$ cat src/rtl/rob_commit_if.sv
// Issue, writeback and retire signals of the reorder buffer, bundled for port connection.
// The master side drives allocation and writeback. The slave side is the ROB itself.
interface rob_commit_if #(
    parameter int DEPTH = 8,
    parameter int DW    = 16,
    parameter int NWB   = 4,
    parameter int IW    = $clog2(DEPTH)
);
    logic              alloc_valid;
    logic [3:0]        alloc_rd;
    logic [3:0]        alloc_func;
    logic              alloc_ready;
    logic [IW-1:0]     alloc_idx;
    logic [NWB-1:0]    wb_valid;
    logic [NWB*IW-1:0] wb_rob;
    logic [NWB*DW-1:0] wb_data;
    logic              commit_valid;
    logic              commit_we;
    logic [3:0]        commit_rd;
    logic [DW-1:0]     commit_data;
    logic [IW-1:0]     commit_rob;
    logic              wb_err;
    logic [IW:0]       count;

    modport master (
        output alloc_valid, alloc_rd, alloc_func, wb_valid, wb_rob, wb_data,
        input  alloc_ready, alloc_idx, commit_valid, commit_we, commit_rd,
               commit_data, commit_rob, wb_err, count
    );

    modport slave (
        input  alloc_valid, alloc_rd, alloc_func, wb_valid, wb_rob, wb_data,
        output alloc_ready, alloc_idx, commit_valid, commit_we, commit_rd,
               commit_data, commit_rob, wb_err, count
    );
endinterface

$ cat src/rtl/rob_commit_unit.sv
// Reorder buffer for the add/mul execution units. It allocates entries in program order,
// captures results from the writeback ports, and retires at most one entry per cycle, in order.
module rob_commit_unit #(
    parameter int DEPTH = 8,
    parameter int DW    = 16,
    parameter int NWB   = 4,
    parameter int IW    = $clog2(DEPTH)
) (
    input logic         clk1,
    input logic         rst,
    rob_commit_if.slave bus
);
    localparam logic [IW:0] FULL = (IW+1)'(DEPTH);

    logic [DEPTH-1:0] busy_q;
    logic [DEPTH-1:0] done_q;
    logic [3:0]       func_q [DEPTH];
    logic [3:0]       rd_q   [DEPTH];
    logic [DW-1:0]    data_q [DEPTH];
    logic [IW-1:0]    head_q;
    logic [IW-1:0]    tail_q;
    logic [IW:0]      count_q;

    logic             commit_valid_q;
    logic             commit_we_q;
    logic [3:0]       commit_rd_q;
    logic [DW-1:0]    commit_data_q;
    logic [IW-1:0]    commit_rob_q;
    logic             wb_err_q;

    logic             alloc_ready;
    logic             alloc_fire;
    logic             commit_fire;
    logic [IW-1:0]    wb_idx [NWB];
    logic [NWB-1:0]   wb_ok;
    logic             wb_bad;

    assign alloc_ready = (count_q < FULL);
    assign alloc_fire  = bus.alloc_valid && alloc_ready;
    assign commit_fire = busy_q[head_q] && done_q[head_q];

    // Each port is legal only if it targets a busy, undone entry that no lower port
    // already claimed this cycle. All checks use the state before the edge.
    always_comb begin
        wb_idx = '{default: '0};
        wb_ok  = '0;
        wb_bad = 1'b0;
        for (int i = 0; i < NWB; i++) begin
            wb_idx[i] = bus.wb_rob[i*IW +: IW];
            wb_ok[i]  = bus.wb_valid[i] && busy_q[wb_idx[i]] && !done_q[wb_idx[i]];
            for (int j = 0; j < i; j++) begin
                if (bus.wb_valid[j] && (wb_idx[j] == wb_idx[i])) begin
                    wb_ok[i] = 1'b0;
                end
            end
            if (bus.wb_valid[i] && !wb_ok[i]) begin
                wb_bad = 1'b1;
            end
        end
    end

    always_ff @(posedge clk1) begin
        if (rst) begin
            busy_q         <= '0;
            done_q         <= '0;
            head_q         <= '0;
            tail_q         <= '0;
            count_q        <= '0;
            commit_valid_q <= 1'b0;
            commit_we_q    <= 1'b0;
            commit_rd_q    <= '0;
            commit_data_q  <= '0;
            commit_rob_q   <= '0;
            wb_err_q       <= 1'b0;
            for (int k = 0; k < DEPTH; k++) begin
                func_q[k] <= '0;
                rd_q[k]   <= '0;
                data_q[k] <= '0;
            end
        end else begin
            wb_err_q       <= wb_bad;
            commit_valid_q <= commit_fire;
            if (commit_fire) begin
                // Func codes 0..3 (add/sub/mul/div) are the only ones that write a register.
                commit_we_q    <= (func_q[head_q] <= 4'd3);
                commit_rd_q    <= rd_q[head_q];
                commit_data_q  <= data_q[head_q];
                commit_rob_q   <= head_q;
                busy_q[head_q] <= 1'b0;
                done_q[head_q] <= 1'b0;
                head_q         <= head_q + 1'b1;
            end
            for (int i = 0; i < NWB; i++) begin
                if (wb_ok[i]) begin
                    done_q[wb_idx[i]] <= 1'b1;
                    data_q[wb_idx[i]] <= bus.wb_data[i*DW +: DW];
                end
            end
            // The tail entry is never busy when allocation fires, so no writeback can hit it here.
            if (alloc_fire) begin
                busy_q[tail_q] <= 1'b1;
                done_q[tail_q] <= 1'b0;
                func_q[tail_q] <= bus.alloc_func;
                rd_q[tail_q]   <= bus.alloc_rd;
                data_q[tail_q] <= '0;
                tail_q         <= tail_q + 1'b1;
            end
            count_q <= count_q + {{IW{1'b0}}, alloc_fire} - {{IW{1'b0}}, commit_fire};
        end
    end

    assign bus.alloc_ready  = alloc_ready;
    assign bus.alloc_idx    = tail_q;
    assign bus.commit_valid = commit_valid_q;
    assign bus.commit_we    = commit_we_q;
    assign bus.commit_rd    = commit_rd_q;
    assign bus.commit_data  = commit_data_q;
    assign bus.commit_rob   = commit_rob_q;
    assign bus.wb_err       = wb_err_q;
    assign bus.count        = count_q;
endmodule
$ cat src/flat_wrapper.sv
// flat-port wrapper written by rule: the top's interface ports become plain ports
module rob_commit_unit_flat 
#(
    parameter int DEPTH = 8,
    parameter int DW    = 16,
    parameter int NWB   = 4,
    parameter int IW    = $clog2(DEPTH)
)
  (clk1, rst, bus_alloc_valid, bus_alloc_rd, bus_alloc_func, bus_wb_valid, bus_wb_rob, bus_wb_data, bus_alloc_ready, bus_alloc_idx, bus_commit_valid, bus_commit_we, bus_commit_rd, bus_commit_data, bus_commit_rob, bus_wb_err, bus_count);
  rob_commit_if #(.DEPTH(DEPTH), .DW(DW), .NWB(NWB), .IW(IW)) bus_i ();
  input logic clk1;
  input logic rst;
  input wire logic [$bits(bus_i.alloc_valid)-1:0] bus_alloc_valid;
  input wire logic [$bits(bus_i.alloc_rd)-1:0] bus_alloc_rd;
  input wire logic [$bits(bus_i.alloc_func)-1:0] bus_alloc_func;
  input wire logic [$bits(bus_i.wb_valid)-1:0] bus_wb_valid;
  input wire logic [$bits(bus_i.wb_rob)-1:0] bus_wb_rob;
  input wire logic [$bits(bus_i.wb_data)-1:0] bus_wb_data;
  output wire logic [$bits(bus_i.alloc_ready)-1:0] bus_alloc_ready;
  output wire logic [$bits(bus_i.alloc_idx)-1:0] bus_alloc_idx;
  output wire logic [$bits(bus_i.commit_valid)-1:0] bus_commit_valid;
  output wire logic [$bits(bus_i.commit_we)-1:0] bus_commit_we;
  output wire logic [$bits(bus_i.commit_rd)-1:0] bus_commit_rd;
  output wire logic [$bits(bus_i.commit_data)-1:0] bus_commit_data;
  output wire logic [$bits(bus_i.commit_rob)-1:0] bus_commit_rob;
  output wire logic [$bits(bus_i.wb_err)-1:0] bus_wb_err;
  output wire logic [$bits(bus_i.count)-1:0] bus_count;
  assign bus_i.alloc_valid = bus_alloc_valid;
  assign bus_i.alloc_rd = bus_alloc_rd;
  assign bus_i.alloc_func = bus_alloc_func;
  assign bus_i.wb_valid = bus_wb_valid;
  assign bus_i.wb_rob = bus_wb_rob;
  assign bus_i.wb_data = bus_wb_data;
  assign bus_alloc_ready = bus_i.alloc_ready;
  assign bus_alloc_idx = bus_i.alloc_idx;
  assign bus_commit_valid = bus_i.commit_valid;
  assign bus_commit_we = bus_i.commit_we;
  assign bus_commit_rd = bus_i.commit_rd;
  assign bus_commit_data = bus_i.commit_data;
  assign bus_commit_rob = bus_i.commit_rob;
  assign bus_wb_err = bus_i.wb_err;
  assign bus_count = bus_i.count;
  rob_commit_unit #(.DEPTH(DEPTH), .DW(DW), .NWB(NWB), .IW(IW)) u_core (.clk1(clk1), .rst(rst), .bus(bus_i));
endmodule
$ cat config.mk
export PLATFORM = sky130hd
export DESIGN_NAME = rob_commit_unit_flat
export DESIGN_NICKNAME = d
export VERILOG_FILES = /design/src/rtl/rob_commit_if.sv /design/src/rtl/rob_commit_unit.sv /design/src/flat_wrapper.sv
export SDC_FILE = /design/constraint.sdc
export NUM_CORES = 1
export LEC_CHECK = 0
export CAP_MARGIN = 15
export CELL_PAD_IN_SITES_DETAIL_PLACEMENT = 1
export CELL_PAD_IN_SITES_GLOBAL_PLACEMENT = 1
export CORE_MARGIN = 2
export CORE_UTILIZATION = 45
export DETAILED_ROUTE_END_ITERATION = 8
export GPL_TIMING_DRIVEN = 1
export PLACE_DENSITY_LB_ADDON = 0.1
export REMOVE_ABC_BUFFERS = 1
export SKIP_LAST_GASP = 1
export SYNTH_ARGS = -nofsm -noshare
export SYNTH_HDL_FRONTEND = slang
export SYNTH_SLANG_ARGS = --single-unit
$ cat constraint.sdc
create_clock -name clk1 -period 6.9 [get_ports clk1]
set_clock_uncertainty 0.2 [all_clocks]
set_input_delay 1.035 -clock clk1 [delete_from_list [all_inputs] [get_ports clk1]]
set_output_delay 1.035 -clock clk1 [all_outputs]
set_load 0.005 [all_outputs]
==> metrics <==
Synth-to-Final Area Change 17.45%; Setup Buffers After CTS 0; Fmax achieved 0.1914 GHz; # fillers 3715; largest net degree at the start of global routing 68; endpoint of the worst register-to-register path u_core.bus.count[2]$_SDFF_PP0_; PwrDens 214.5 nW/um2; Seq/Total Area, Yosys 35.21%; vias in the first global route 16.01k; Starting Density 45.83%; CTS HTree Levels 1; Sink Count 231; Critical Path Sink Type flip-flop; final HPWL from detailed placement 44470 um; element type at the critical path start primary input; area of the multi-input gates 8698 um2; failing checks design-rule violations; I/O Buffers 122; total routed wirelength 69820 um; Final Hold Vio Count 0; Core Rows 65; DIE AREA 33670 um2; DP Area 16040 um2; Synth Warn # 0; Chip Width 183.5 um; Crit Path Class primary input to flip-flop; maxcap violations 0; share of layout cells above drive strength 1 10.17%; Synth Area per Inst 8.348 um2; GPL Wtd Cong 0.9706; Root Driver clkbuf_16; first-pass GRT wire length 102000 um; Final setup viols 0; setup TNS 0 ns; CTS tree done; Mapped Cells 1737; Pre-Repair DR Iteration Count 9; total vias in the final route 16.18k; worst min path class flip-flop to flip-flop; Clock Path Buffers 3; crit path to u_core.data_q[3][13]$_SDFFE_PP0P_; Worst Path Arrival 5.51 ns; initial antenna violation count 4; FF-to-FF setup slack 2.38 ns; cell area after layout 17030 um2; total congestion overflow 0; number of synthesized flops with an enable pin 48; VDD IR-drop max 193.9 uV; outcome finished with violations; Netlist cell types 83; Slew @ Worst Pin 1.389 ns; asr flop ratio synth 0%; Critical Path Fanout Max 21; CP Launch Point bus_wb_rob[5]; Final period util 75.72%; max-slew violation count 0; Critical R2R Launch u_core.head_q[2]$_SDFFE_PP0N_; clock input transition at the sequential cells of the worst setup and hold paths 0.06 ns; Seq cells post-synth 231; mapped cell area 14500 um2; Crit path required time 7.18 ns; register area 5109 um2; core area 31640 um2; RSZ-0062 raised after global routing no; Detail Route Antenna Nets 0; fin crit period 5.224 ns; num ports 125; DR iter-0 viols 2468; Final Power 0.003652 W; worst r2r path cells 12; Main synth FF type dfxtp_1; drt via density 7.377; Die Y-Extent 183.5 um; slew margin rel. 7.380%; # DRC 3; Inserted Clock Buffers 28; Overall Global Routing Usage 40.43%; Clock Latency Late Sink 0.58 ns; nets@finish 1868; number of hold buffers added after CTS 0; Post-CTS Resized 0; Pleak 5.889 nW; WL/cell 31.84 um
where the power goes:
| part | switching, W | leakage (nW) | internal (W) |
|---|---|---|---|
| Sequential | 0.0000540 | 1.98 | 0.00145 |
| Clock | 0.000642 | 0.459 | 0.000927 |
| Combinational | 0.000370 | 3.45 | 0.000213 |
| Total | 0.00107 | 5.89 | 0.00259 |
metal layers:
metal  routed length, um  GRT usage [%]
met2               30130          61.87
met1               26570          51.60
met3                8856          11.39
met4                4170          21.41
met5                  84          1.778
worst min path at each step:
stage,from,cells after the start,endpoint,slack (ns)
detailed placement,u_core.data_q[0][2]$_SDFFE_PP0P_,1,u_core.data_q[0][2]$_SDFFE_PP0P_,0.24
global route,u_core.data_q[4][12]$_SDFFE_PP0P_,1,u_core.data_q[4][12]$_SDFFE_PP0P_,0.27
CTS,u_core.data_q[0][13]$_SDFFE_PP0P_,1,u_core.data_q[0][13]$_SDFFE_PP0P_,0.25
finish,u_core.data_q[7][8]$_SDFFE_PP0P_,2,u_core.data_q[7][8]$_SDFFE_PP0P_,0.25
global placement,u_core.data_q[7][9]$_SDFFE_PP0P_,2,u_core.data_q[7][9]$_SDFFE_PP0P_,0.23
floorplan,u_core.data_q[7][9]$_SDFFE_PP0P_,2,u_core.data_q[7][9]$_SDFFE_PP0P_,0.22
area by class of cell:
type,instances,area share [%]
Multi-Input combinational cell,1304,51.08
Sequential cell,231,30.00
Timing Repair Buffer,181,9.749
Clock buffer,34,4.423
Tap cell,402,2.953
Clock inverter,15,1.242
Inverter,24,0.5290
Antenna cell,2,0.02939
stage by stage:
stage	utilization (%)	hold slack (ns)	cells	worst slack [ns]
finish	53.83	0.2491	2193	1.676
global route	53.83	0.2705	2193	1.569
CTS	53.76	0.2520	2189	1.899
detailed placement	50.71	0.2391	2140	1.369
global placement	50.71	0.2314	2140	1.523
floorplan	-	0.2219	1559	2.232
cells by family after synthesis:
logic type      count (synthesis)  synth area share (%)
compound gates                622                 30.63
xor+xnor                       24                 1.450
fa+ha+maj                       7                0.6558
buf+inv                       202                 5.971
flops                         231                 35.21
mux                            75                 5.591
simple gates                  576                 20.49
worst max-delay path, stage by stage:
cell and delay [ns]:
clkdlybuf4s50_1 1.04, nor4b_1 0.17, a311o_1 0.36, or4_1 0.76, nor4b_4 0.75, or4_1 0.94, o21ai_0 0.23, a21oi_1 0.19
state kept, by name (all words and copies together) (netlist names), named ones only:
| signal | count |
|---|---|
| u_core.done_q | 8 |
| u_core.head_q | 3 |
| u_core.busy_q | 8 |
| u_core.bus.commit_we | 1 |
| u_core.bus.commit_rob | 3 |
| u_core.bus.commit_valid | 1 |
| u_core.bus.wb_err | 1 |
| u_core.bus.count | 4 |
| u_core.bus.commit_rd | 4 |
| u_core.func_q | 16 |
| u_core.bus.alloc_idx | 3 |
| u_core.rd_q | 32 |
| u_core.bus.commit_data | 16 |
| u_core.data_q | 128 |
cells in the final DEF, fill, tap and decap left out, types with 36 or more instances in the layout:
| cell | instances |
|---|---|
| nand2_1 | 151 |
| edfxtp_1 | 48 |
| mux2i_1 | 54 |
| a211oi_1 | 54 |
| nor3_1 | 36 |
| dfxtp_1 | 180 |
| a22oi_1 | 38 |
| a221oi_1 | 68 |
| nor2_1 | 123 |
| o21ai_0 | 91 |
| clkdlybuf4s50_1 | 120 |
| a21oi_1 | 133 |
| buf_4 | 58 |
| and2_1 | 62 |
synthesized netlist by cell type (42+ instances only):
library cell / instances / area share (%)
mux2i_1: 54 / 3.7
a221oi_1: 68 / 4.1
and2_1: 62 / 2.7
clkbuf_1: 101 / 2.6
o21ai_0: 91 / 3.1
a21oi_1: 133 / 4.6
nand2_1: 151 / 3.9
nor3_1: 42 / 1.4
a211oi_1: 54 / 2.8
dfxtp_1: 183 / 25
edfxtp_1: 48 / 9.9
nor2_1: 127 / 3.3
No activity file was read; power rests on OpenSTA's default activity.
